$ cat config.mk
export PLATFORM = sky130hd
export DESIGN_NAME = nv_nvdla_sdp_mrdma_eg_sfifo_ctrl
export DESIGN_NICKNAME = d
export VERILOG_FILES = /design/src/rtl/nv_nvdla_sdp_mrdma_eg_sfifo_ctrl_pkg.sv /design/src/rtl/nv_nvdla_sdp_mrdma_eg_sfifo_flopram_rwsa_4x256.sv /design/src/rtl/nv_nvdla_sdp_mrdma_eg_sfifo_ctrl.sv
export SDC_FILE = /design/constraint.sdc
export NUM_CORES = 1
export LEC_CHECK = 0
export CAP_MARGIN = 10
export CELL_PAD_IN_SITES_DETAIL_PLACEMENT = 0
export CELL_PAD_IN_SITES_GLOBAL_PLACEMENT = 2
export CORE_ASPECT_RATIO = 0.5
export CORE_MARGIN = 1.5
export CORE_UTILIZATION = 30
export CTS_CLUSTER_SIZE = 14
export DETAILED_ROUTE_END_ITERATION = 8
export PLACE_DENSITY_LB_ADDON = 0.1
export SLEW_MARGIN = 5
export SYNTH_ARGS = -nofsm -noshare
export SYNTH_HDL_FRONTEND = slang
export SYNTH_HIERARCHICAL = 1
export SYNTH_SLANG_ARGS = --single-unit
$ cat constraint.sdc
create_clock -name clk -period 43.6 [get_ports clk]
set_input_delay 6.54 -clock clk [delete_from_list [all_inputs] [get_ports clk]]
set_output_delay 6.54 -clock clk [all_outputs]
set_load 0.02 [all_outputs]
$ cat src/rtl/nv_nvdla_sdp_mrdma_eg_sfifo_ctrl_pkg.sv
// Shared constants for the SDP MRDMA egress skid FIFO and its flop RAM.
// The payload width and default depth are fixed by the egress datapath.
package nv_nvdla_sdp_mrdma_eg_sfifo_ctrl_pkg;

   localparam int SDP_MRDMA_EG_PD_W          = 256;
   localparam int SDP_MRDMA_EG_SFIFO_DEPTH   = 4;
   localparam int SDP_MRDMA_EG_PWRBUS_W      = 32;

   // Occupancy update selector: {push, pop}.
   typedef enum logic [1:0] {
      CNT_HOLD_IDLE = 2'b00,
      CNT_DEC       = 2'b01,
      CNT_INC       = 2'b10,
      CNT_HOLD_BOTH = 2'b11
   } cnt_op_e;

   function automatic cnt_op_e cnt_op(input logic push, input logic pop);
      return cnt_op_e'({push, pop});
   endfunction

endpackage

$ cat src/rtl/nv_nvdla_sdp_mrdma_eg_sfifo_flopram_rwsa_4x256.sv
// Flop-based storage for the egress FIFO: one synchronous write port and an
// asynchronous read port with no write-to-read bypass. Contents are not reset.
module nv_nvdla_sdp_mrdma_eg_sfifo_flopram_rwsa_4x256
   import nv_nvdla_sdp_mrdma_eg_sfifo_ctrl_pkg::*;
#(
   parameter  int DEPTH = SDP_MRDMA_EG_SFIFO_DEPTH,
   parameter  int WIDTH = SDP_MRDMA_EG_PD_W,
   localparam int AW    = $clog2(DEPTH)
) (
   input  logic                             clk,
   input  logic [SDP_MRDMA_EG_PWRBUS_W-1:0] pwrbus_ram_pd,
   input  logic                             we,
   input  logic [AW-1:0]                    wa,
   input  logic [WIDTH-1:0]                 di,
   input  logic [AW-1:0]                    ra,
   output logic [WIDTH-1:0]                 dout
);

   logic [WIDTH-1:0] ram [DEPTH];

   // Power-down bus has no functional effect on flop storage.
   logic pwrbus_unused;
   assign pwrbus_unused = ^pwrbus_ram_pd;

   always_ff @(posedge clk) begin
      if (we) begin
         ram[wa] <= di;
      end
   end

   assign dout = ram[ra];

endmodule

$ cat src/rtl/nv_nvdla_sdp_mrdma_eg_sfifo_ctrl.sv
// Valid/ready FIFO controller for the SDP MRDMA egress path: owns pointers,
// occupancy and both handshakes, and drives the flop RAM write/read ports.
module nv_nvdla_sdp_mrdma_eg_sfifo_ctrl
   import nv_nvdla_sdp_mrdma_eg_sfifo_ctrl_pkg::*;
#(
   parameter  int DEPTH = SDP_MRDMA_EG_SFIFO_DEPTH,
   parameter  int WIDTH = SDP_MRDMA_EG_PD_W,
   localparam int AW    = $clog2(DEPTH)
) (
   input  logic                             clk,
   input  logic                             rst,
   input  logic [SDP_MRDMA_EG_PWRBUS_W-1:0] pwrbus_ram_pd,
   input  logic                             wr_pvld,
   output logic                             wr_prdy,
   input  logic [WIDTH-1:0]                 wr_pd,
   output logic                             rd_pvld,
   input  logic                             rd_prdy,
   output logic [WIDTH-1:0]                 rd_pd,
   output logic [AW:0]                      wr_count
);

   localparam logic [AW:0] FULL_COUNT = (AW+1)'(DEPTH);

   logic [AW-1:0] wr_ptr_reg;
   logic [AW-1:0] wr_ptr_next;
   logic [AW-1:0] rd_ptr_reg;
   logic [AW-1:0] rd_ptr_next;
   logic [AW:0]   count_reg;
   logic [AW:0]   count_next;
   logic          push;
   logic          pop;

   // Both ready/valid depend on registered count only, so no rd_prdy->wr_prdy path.
   assign wr_prdy  = (count_reg != FULL_COUNT);
   assign rd_pvld  = (count_reg != '0);
   assign wr_count = count_reg;

   assign push = wr_pvld & wr_prdy;
   assign pop  = rd_pvld & rd_prdy;

   always_comb begin
      wr_ptr_next = wr_ptr_reg;
      rd_ptr_next = rd_ptr_reg;
      count_next  = count_reg;

      // DEPTH is a power of two, so the AW-bit increment wraps naturally.
      if (push) begin
         wr_ptr_next = wr_ptr_reg + 1'b1;
      end
      if (pop) begin
         rd_ptr_next = rd_ptr_reg + 1'b1;
      end

      case (cnt_op(push, pop))
         CNT_INC:       count_next = count_reg + 1'b1;
         CNT_DEC:       count_next = count_reg - 1'b1;
         CNT_HOLD_IDLE: count_next = count_reg;
         CNT_HOLD_BOTH: count_next = count_reg;
         default:       count_next = count_reg;
      endcase
   end

   always_ff @(posedge clk or posedge rst) begin
      if (rst) begin
         wr_ptr_reg <= '0;
         rd_ptr_reg <= '0;
         count_reg  <= '0;
      end else begin
         wr_ptr_reg <= wr_ptr_next;
         rd_ptr_reg <= rd_ptr_next;
         count_reg  <= count_next;
      end
   end

   nv_nvdla_sdp_mrdma_eg_sfifo_flopram_rwsa_4x256 #(
      .DEPTH (DEPTH),
      .WIDTH (WIDTH)
   ) u_ram (
      .clk           (clk),
      .pwrbus_ram_pd (pwrbus_ram_pd),
      .we            (push),
      .wa            (wr_ptr_reg),
      .di            (wr_pd),
      .ra            (rd_ptr_reg),
      .dout          (rd_pd)
   );

endmodule

==> results.py, run 1 <==
metrics = {
    "clock_tree": {
        "clock_sinks": 1031,
        "cts_tree": "built",
        "clock_latency_ns": 0.69,
        "cts_root_buf": "clkbuf_16",
        "cts.clk_slew.worst_paths_ns": 0.06,
        "hold_buffers": 0,
        "postCtsSetupBuffers": 0,
        "clockBufferDepth": 3,
        "htree_num_levels": 3,
        "cts_buffers": 100,
        "cts.repair.resized": 0,
    },
    "floorplanning": {
        "initial_core_util_pct": 30.4,
        "die_h_microns": 253,
        "rows": 91,
        "die-width_microns": 503,
        "core_sq_um": 124000,
        "design.die.area_sq_um": 128000,
        "pin_count": 553,
    },
    "synthesis": {
        "synth-simple-area-share_pct": 0.210,
        "ys_ff_latch": 1031,
        "synth_xor_xnor_area_share_pct": 0.163,
        "synth_compound_area_share_pct": 0.0266,
        "netlist.area_leader.share_pct": 81.8,
        "synth_adder_area_share_pct": 0.0866,
        "synthMuxAreaShare_pct": 15.4,
        "yosysSeqAreaShare_pct": 82.3,
        "synth_top_area_cell": "edfxtp_1",
        "synth.distinct_cells": 26,
        "mappedNetlistArea_sq_um": 37600,
        "yosysWarningCount": 6,
        "synth_top_family_by_area": "multiplexers",
        "synthCells": 1370,
        "post_synth.cell_area_avg_sq_um": 27.4,
        "synthTopCellsByArea": "edfxtp_1 82%, mux4_2 15%, buf_12 1.2%, dfrtp_1 0.47%, buf_2 0.33%",
        "syn_nets": 1664,
    },
    "worst_hold_path": {
        "holdPathStages": 1,
        "hold_end": "wr_ptr_reg[1]",
        "holdCritStartpoint": "wr_ptr_reg[1]",
        "hp-class": "reg2reg",
    },
    "place": {
        "portBuffers": 520,
        "dp_hpwl_mm": 51.9,
        "dp_cells": 3527,
        "place_congestion": 0.676,
        "place_ws_ns": 33.09,
    },
    "setup_path": {
        "crit_fanout": 86,
        "cp-start-kind": "flop",
        "reg2reg_to": "u_ram/ram[2][215]",
        "path_class": "reg2out",
        "regToRegSetupSlack_ns": 39.79,
        "r2r_cells": 6,
        "cp_data_required_time_ns": 37.06,
        "reg2reg_from": "wr_count[2]",
        "worstPathArrival_ns": 4.52,
        "crit_path_end_kind": "output pin",
    },
    "power_and_ir_drop": {
        "power_mw": 3.40,
        "ir_drop_mv": 0.0475,
        "power_leakage_nw": 14.8,
        "p_per_area_nw_per_um2": 71.6,
    },
    "finish": {
        "final_nets": 2249,
        "drive_gt1_share_pct": 20.5,
        "largest_reg_flops": 1024,
        "syn2layout_area_growth_pct": 26.5,
        "final_cells": 3720,
        "top_register": "u_ram/ram",
    },
    "routing": {
        "totalWireLength_mm": 90.3,
        "dr.pass1.iters": 4,
        "dr_total_vias": 16400,
        "route.detailed.wl_per_inst_microns": 24.3,
        "viasPerCell": 4.42,
        "drcViolationCount": 0,
        "ant_nets": 0,
        "drtIter0Drc": 870,
    },
    "timing": {
        "slew_headroom_pct": 30.6,
        "finalCriticalPeriod_ns": 11.06,
        "finClkSkew_ns": 0.0247,
        "finalMaxSlewViolations": 0,
        "fin_crit_sh_pct": 25.4,
        "setup_viol": 0,
        "hold_viol": 0,
        "timing.fmax_mhz": 90.4,
        "worstMarginPinSlew_ns": 1.04,
        "rsz0062_at_grt": "no",
        "setup_ws_ns": 32.54,
        "tns_ns": 0,
    },
    "global_route": {
        "grt_start_max_net_pins": 133,
        "grt_usage_pct": 14.1,
        "overflow": 0,
        "grt_pass1_wl_mm": 129,
        "antenna_found_initial": 5,
        "first_global_vias": 17700,
    },
    "outcome": {
        "status": "finished clean",
    },
    "job": {
        "drv_cap": 0,
    },
}
[logic make-up after synthesis]
group	after synthesis
compound gates	1
xor+xnor	7
mux	257
flops	1031
fa+ha+maj	2
simple gates	10
buf+inv	62
[through the flow]
stage | util [%] | hold slack [ns] | instance area (sq um)
floorplan | - | 0.483 | 37600
global placement | 35.9 | 0.552 | 44500
detailed placement | 35.9 | 0.558 | 44500
CTS | 38.4 | 0.574 | 47500
global route | 38.4 | 0.604 | 47500
finish | 38.4 | 0.570 | 47500
[worst max path at each step]
stage / startpoint / to / slack [ns] / cells after the start
final: rd_ptr_reg[0] / rd_pd[14] / 32.54 / 4
after global routing: rd_ptr_reg[0] / rd_pd[36] / 32.16 / 4
after CTS: rd_ptr_reg[0] / rd_pd[36] / 32.31 / 4
after detailed placement: rd_ptr_reg[0] / rd_pd[14] / 33.09 / 4
after global placement: rd_ptr_reg[0] / rd_pd[14] / 33.11 / 4
after floorplan: wr_pvld / u_ram/ram[0][0] / 17.51 / 3
[cells in the mapped netlist]
cell,number
and3_1,1
and3b_1,2
buf_1,1
buf_12,22
buf_2,25
buf_4,1
buf_6,1
buf_8,5
clkbuf_1,2
dfrtp_1,7
edfxtp_1,1024
fa_1,1
ha_1,1
inv_1,5
mux2i_1,1
mux4_2,256
nand2_1,1
nand2_4,1
nand3_2,1
nor2_1,1
nor3b_1,1
o31a_2,1
or3_2,1
or3b_4,1
xnor2_1,4
xor2_1,3
[final cells by class]
cell class | instances | area (sq um)
antenna | 7 | 17.5
clock buffer | 139 | 2730
clock inverter | 47 | 330
fill | 11100 | 76200
inverter | 5 | 18.8
multi-input combinational | 277 | 5980
sequential | 1031 | 30900
tap | 1674 | 2090
timing repair buffer | 540 | 5440
[power breakdown]
group | switching (mW) | internal, mW | leakage, nW
Combinational | 0.661 | 0.551 | 3.89
Clock | 0.373 | 0.456 | 1.48
Sequential | 0.0542 | 1.31 | 9.46
Total | 1.09 | 2.32 | 14.8
[worst max-delay path, stage by stage (launching register included)]
cell and delay [ns]:
dfrtp_4 0.87, buf_12 0.64, buf_4 0.82, mux4_2 0.61, clkdlybuf4s50_1 0.63
[cell usage in the layout, fill, tap and decap left out, drive strengths merged]
| cell | count |
|---|---|
| and3b | 2 |
| or3b | 1 |
| xor2 | 3 |
| nor2 | 1 |
| clkinv | 36 |
| nand2 | 2 |
| nor3b | 1 |
| xnor2 | 4 |
| clkbuf | 139 |
| clkdlybuf4s50 | 520 |
| inv | 8 |
| fa | 1 |
| bufinv | 3 |
| ha | 1 |
| mux4 | 256 |
| dfrtp | 7 |
| o31a | 1 |
| mux2i | 1 |
| diode | 7 |
| nand3 | 1 |
| or3 | 1 |
| clkinvlp | 5 |
| buf | 20 |
| and3 | 1 |
| edfxtp | 1024 |
[per-layer routing]
| layer | routed length [microns] | track usage (%) | vias to the layer above | share of wire [%] |
|---|---|---|---|---|
| li1 | - | - | 7178 | - |
| met1 | 35000 | 16.3 | 8900 | 39 |
| met2 | 50400 | 26.1 | 258 | 56 |
| met3 | 3190 | 3.03 | 107 | 3.5 |
| met4 | 1790 | 3.73 | 0 | 2.0 |
| met5 | 0 | 0 | - | 0 |
Note: power is estimated with default switching activity, not from simulation.
==> inputs of run 2 (changes only) <==
clock period = 10.45 ns   (was 43.6 ns; I/O delays follow)
==> run 2 against run 1 <==
Register-to-register slack got worse by 33 ns. Routed wire length barely moved. Total power rose to 4.2 times the previous value. First-iteration DRC count fell by 4.0%. Core utilization barely moved. Global-route usage barely moved. Design area barely moved. Combinational power rose to 4.2 times the previous value. Hold slack improved by 0.040 ns. Flip-flop and latch count did not move. Sequential power rose to 4.2 times the previous value. Clock-buffer cell count fell by 22. Largest cell class unchanged. Highest routed layer unchanged.
==> results.py, run 2 (synthesis results as in run 1) <==
metrics = {
    "routing": {
        "drcViolationCount": 0,
        "ant_nets": 0,
        "dr_total_vias": 16400,
        "route.detailed.wl_per_inst_microns": 24.3,
        "viasPerCell": 4.41,
        "dr.pass1.iters": 4,
        "totalWireLength_mm": 90.3,
        "drtIter0Drc": 835,
    },
    "timing": {
        "finalMaxSlewViolations": 0,
        "hold_viol": 0,
        "tns_ns": 0,
        "fin_crit_sh_pct": 53.6,
        "rsz0062_at_grt": "no",
        "timing.fmax_mhz": 179,
        "slew_headroom_pct": 32.4,
        "worstMarginPinSlew_ns": 1.01,
        "finalCriticalPeriod_ns": 5.60,
        "setup_viol": 0,
        "finClkSkew_ns": 0.0236,
    },
    "global_route": {
        "grt_pass1_wl_mm": 128,
        "antenna_found_initial": 7,
        "first_global_vias": 17500,
        "grt_usage_pct": 14.1,
        "grt_start_max_net_pins": 125,
        "overflow": 0,
    },
    "floorplanning": {
        "initial_core_util_pct": 30.4,
        "die_h_microns": 253,
        "rows": 91,
        "design.die.area_sq_um": 128000,
        "core_sq_um": 124000,
        "pin_count": 553,
        "die-width_microns": 503,
    },
    "clock_tree": {
        "cts_buffers": 99,
        "cts.clk_slew.worst_paths_ns": 0.07,
        "cts_root_buf": "clkbuf_16",
        "clock_sinks": 1031,
        "postCtsSetupBuffers": 0,
        "cts.repair.resized": 0,
        "clock_latency_ns": 0.68,
        "clockBufferDepth": 3,
        "htree_num_levels": 3,
        "hold_buffers": 0,
        "cts_tree": "built",
    },
    "power_and_ir_drop": {
        "p_per_area_nw_per_um2": 299,
        "power_leakage_nw": 14.9,
        "ir_drop_mv": 0.252,
    },
    "setup_path": {
        "cp-start-kind": "flop",
        "worstPathArrival_ns": 4.03,
        "cp_data_required_time_ns": 8.88,
        "crit_fanout": 45,
        "path_class": "reg2out",
        "crit_path_end_kind": "output pin",
    },
    "finish": {
        "fin_area_sq_um": 47600,
        "largest_reg_flops": 1024,
        "layout_common_cells": "1024 x edfxtp_1, 520 x clkdlybuf4s50_1, 256 x mux4_2",
        "final_nets": 2252,
        "top_register": "u_ram/ram",
        "final_common_cell": "edfxtp_1",
        "syn2layout_area_growth_pct": 26.6,
        "drive_gt1_share_pct": 21.2,
    },
    "place": {
        "portBuffers": 520,
        "place_congestion": 0.678,
        "dp_hpwl_mm": 52.7,
        "placed_area_sq_um": 44500,
    },
    "outcome": {
        "status": "finished clean",
    },
    "worst_hold_path": {
        "hp-class": "reg2reg",
    },
    "job": {
        "drv_cap": 0,
    },
}
run 2: cell count changes in the layout (fill, tap and decap cells not counted), sizes merged:
| cell | before | now |
|---|---|---|
| buf | 20 | 24 |
| bufinv | 3 | 8 |
| clkbuf | 139 | 117 |
| clkinv | 36 | 39 |
| diode | 7 | 5 |
run 2: layer usage:
metal / vias up / GRT usage [%] / wire (microns)
li1: 7168 / - / -
met1: 8810 / 16.7 / 35000
met2: 263 / 25.7 / 50000
met3: 129 / 2.94 / 3200
met4: 0 / 3.99 / 2060
met5: - / 0 / 0
run 2: where the power goes:
| group | switching (mW) | internal, mW | total [mW] |
|---|---|---|---|
| logic | 2.77 | 2.30 | 5.07 |
| clock network | 1.53 | 1.96 | 3.49 |
| registers | 0.210 | 5.46 | 5.67 |
run 2: cell type report:
type	count	area [sq um]
multi-input cells	277	5980
inverters	5	18.8
repair buffers	544	5450
flip-flops and latches	1031	30900
fillers	11100	76200
well taps	1674	2090
diodes	5	12.5
clock inverters	55	478
clock buffers	117	2590
run 2: critical path, stage by stage, from the launching register on:
cell,delay [ns]
dfrtp_4,0.42
buf_4,0.75
buf_4,0.79
mux4_2,0.59
clkdlybuf4s50_1,0.68
run 2: path summary, 6_finish.rpt:
kind	startpoint	end	slack, ns	cells after the start
worst max register to register	wr_count[2]	u_ram/ram[1][244]	6.88	6
worst min register to register	wr_ptr_reg[1]	wr_ptr_reg[1]	0.61	1
max in group asynchronous	rst	rd_ptr_reg[0]	9.07	2
min in group asynchronous	rst	wr_ptr_reg[0]	1.12	2
worst min-delay path	wr_ptr_reg[1]	wr_ptr_reg[1]	0.61	1
worst max-delay path	rd_ptr_reg[0]	rd_pd[121]	4.85	4
run 2: per-stage QoR:
stage          std cells  hold WS (ns)  util, %  worst slack, ns  power [mW]
6_report            3708         0.611     38.4             4.85        14.2
5_1_grt             3706         0.626     38.4             4.48        14.9
4_1_cts             3703         0.616     38.4             4.62        14.6
3_5_place_dp        3531         0.593     35.9             5.36        11.1
3_3_place_gp        3531         0.588     35.9             5.36        11.1
2_1_floorplan       1370         0.483        -             1.84        8.96
==> inputs of run 3 (changes only) <==
clock period = 4.99 ns   (was 10.45 ns; I/O delays follow)
==> run 3 against run 2 <==
First-iteration DRC count increased by 0.84%. Clock-buffer cell count increased by 19. Critical path depth decreased by 1. Design area increased by 0.48%. Sequential power increased by 110%. Sequential share of layout area decreased by 0.31 points. Final cell count increased by 0.22%. Core utilization increased by 0.19 points. Clock power increased by 110%. Hold slack got worse by 0.27 ns. Global-route usage decreased by 0.18 points. Flip-flop and latch count unchanged. Largest cell class unchanged. Largest power group unchanged.
==> results.py, run 3 (synthesis results as in run 1) <==
metrics = {
    "global_route": {
        "first_global_vias": 17500,
        "grt_pass1_wl_mm": 127,
        "overflow": 0,
        "antenna_found_initial": 7,
        "grt_usage_pct": 13.9,
        "grt_start_max_net_pins": 136,
    },
    "floorplanning": {
        "pin_count": 553,
        "core_sq_um": 124000,
        "design.die.area_sq_um": 128000,
        "initial_core_util_pct": 30.4,
        "die_h_microns": 253,
        "rows": 91,
        "die-width_microns": 503,
    },
    "timing": {
        "rsz0062_at_grt": "no",
        "setup_viol": 0,
        "slew_headroom_pct": 31.1,
        "worstMarginPinSlew_ns": 1.03,
        "hold_viol": 0,
        "finalMaxSlewViolations": 0,
        "fin_crit_sh_pct": 79.8,
        "tns_ns": 0,
        "timing.fmax_mhz": 251,
        "finalCriticalPeriod_ns": 3.98,
        "finClkSkew_ns": 0.0190,
    },
    "clock_tree": {
        "clock_sinks": 1031,
        "cts.clk_slew.worst_paths_ns": 0.06,
        "clock_latency_ns": 0.68,
        "postCtsSetupBuffers": 0,
        "htree_num_levels": 3,
        "cts_root_buf": "clkbuf_16",
        "clockBufferDepth": 3,
        "cts_tree": "built",
        "hold_buffers": 0,
        "cts_buffers": 98,
        "cts.repair.resized": 0,
    },
    "power_and_ir_drop": {
        "switchingPower_mw": 9.39,
        "p_clk_share_pct": 24.2,
        "swShare_pct": 31.5,
        "power_mw": 29.9,
        "p_seq_share_pct": 39.9,
        "p_int_mw": 20.5,
        "power_leakage_nw": 14.9,
        "p_per_area_nw_per_um2": 625,
        "comb_power_share_pct": 35.9,
        "ir_drop_mv": 0.464,
    },
    "finish": {
        "layout_common_cells": "1024 x edfxtp_1, 520 x clkdlybuf4s50_1, 256 x mux4_2",
        "n_fill_cell": 11100,
        "final_nets": 2256,
        "final_common_cell": "edfxtp_1",
        "drive_gt1_share_pct": 20.6,
        "top_register": "u_ram/ram",
        "largest_reg_flops": 1024,
        "multi_input_area_sq_um": 5980,
        "syn2layout_area_growth_pct": 27.2,
        "ff_latch_area_sq_um": 30900,
    },
    "outcome": {
        "status": "finished clean",
    },
    "setup_path": {
        "worstPathArrival_ns": 3.23,
        "crit_path_end_kind": "output pin",
        "cp-start-kind": "flop",
        "crit_fanout": 48,
        "path_class": "reg2out",
        "cp_data_required_time_ns": 4.24,
    },
    "routing": {
        "route.detailed.wl_per_inst_microns": 24.0,
        "totalWireLength_mm": 89.1,
        "drtIter0Drc": 842,
        "ant_nets": 0,
        "dr.pass1.iters": 4,
        "drcViolationCount": 0,
        "dr_total_vias": 16400,
        "viasPerCell": 4.42,
    },
    "place": {
        "place_congestion": 0.679,
        "portBuffers": 520,
        "dp_hpwl_mm": 52.7,
    },
    "worst_hold_path": {
        "hp-class": "in2async",
    },
    "job": {
        "drv_cap": 0,
    },
}
-- run 3: cell count changes in the layout (fill, tap and decap cells not counted), moves of 2 or more --
cell and change:
buf_12 +18, buf_4 -13, bufinv_16 -2, clkbuf_1 +17, clkbuf_16 +2, clkinv_1 +4, clkinv_2 -13, clkinv_4 +2
clkinvlp_4 -5, inv_6 -2
-- run 3: worst paths after layout --
check | depth (start not counted) | to | slack (ns) | from
max | 3 | rd_pd[70] | 1.01 | rd_ptr_reg[0]
min | 2 | wr_ptr_reg[0] | 0.34 | rst
max reg2reg | 5 | u_ram/ram[0][219] | 2.60 | wr_count[2]
min reg2reg | 1 | wr_count[2] | 0.54 | wr_count[2]
max in group asynchronous | 2 | rd_ptr_reg[1] | 4.38 | rst
min in group clk | 1 | wr_count[2] | 0.54 | wr_count[2]
-- run 3: cell type report --
type / instances / share of cell area (%)
antenna: 5 / 0.0262
clock buffer: 136 / 5.65
clock inverter: 39 / 0.691
inverter: 5 / 0.0393
multi-input combinational: 277 / 12.5
sequential: 1031 / 64.7
tap: 1674 / 4.38
timing repair buffer: 549 / 12.0
-- run 3: through the flow --
step	setup slack, ns	std cells	hold WS, ns	utilization [%]	instance area (sq um)
2_1_floorplan	-2.82	1370	0.483	-	37600
3_3_place_gp	1.57	3536	0.540	36.1	44700
3_5_place_dp	1.60	3536	0.545	36.1	44700
4_1_cts	0.837	3711	0.288	38.6	47800
5_1_grt	0.777	3714	0.316	38.6	47800
6_report	1.01	3716	0.344	38.6	47800
-- run 3: metal layers --
layer  vias up  global-route usage (%)  wire (microns)
met2       226                    25.9           49800
met3       116                    3.10            3340
met4         8                    3.56            1630
met1      8879                    16.1           34400
li1       7181                       -               -
met5         -                       0              40
-- run 3: critical path, stage by stage (launching register included) --
cell	delay, ns
dfrtp_4	0.84
buf_12	0.43
mux4_2	0.58
clkdlybuf4s50_1	0.59
-- run 3: power by group through the flow --
| stage | clock, mW | sequential (mW) | combinational, mW |
|---|---|---|---|
| floorplan | 0 | 12.1 | 6.44 |
| global placement | 0 | 12.1 | 11.2 |
| detailed placement | 0 | 12.1 | 11.2 |
| CTS | 7.50 | 12.0 | 11.2 |
| global route | 7.83 | 12.1 | 11.4 |
| finish | 7.23 | 11.9 | 10.7 |
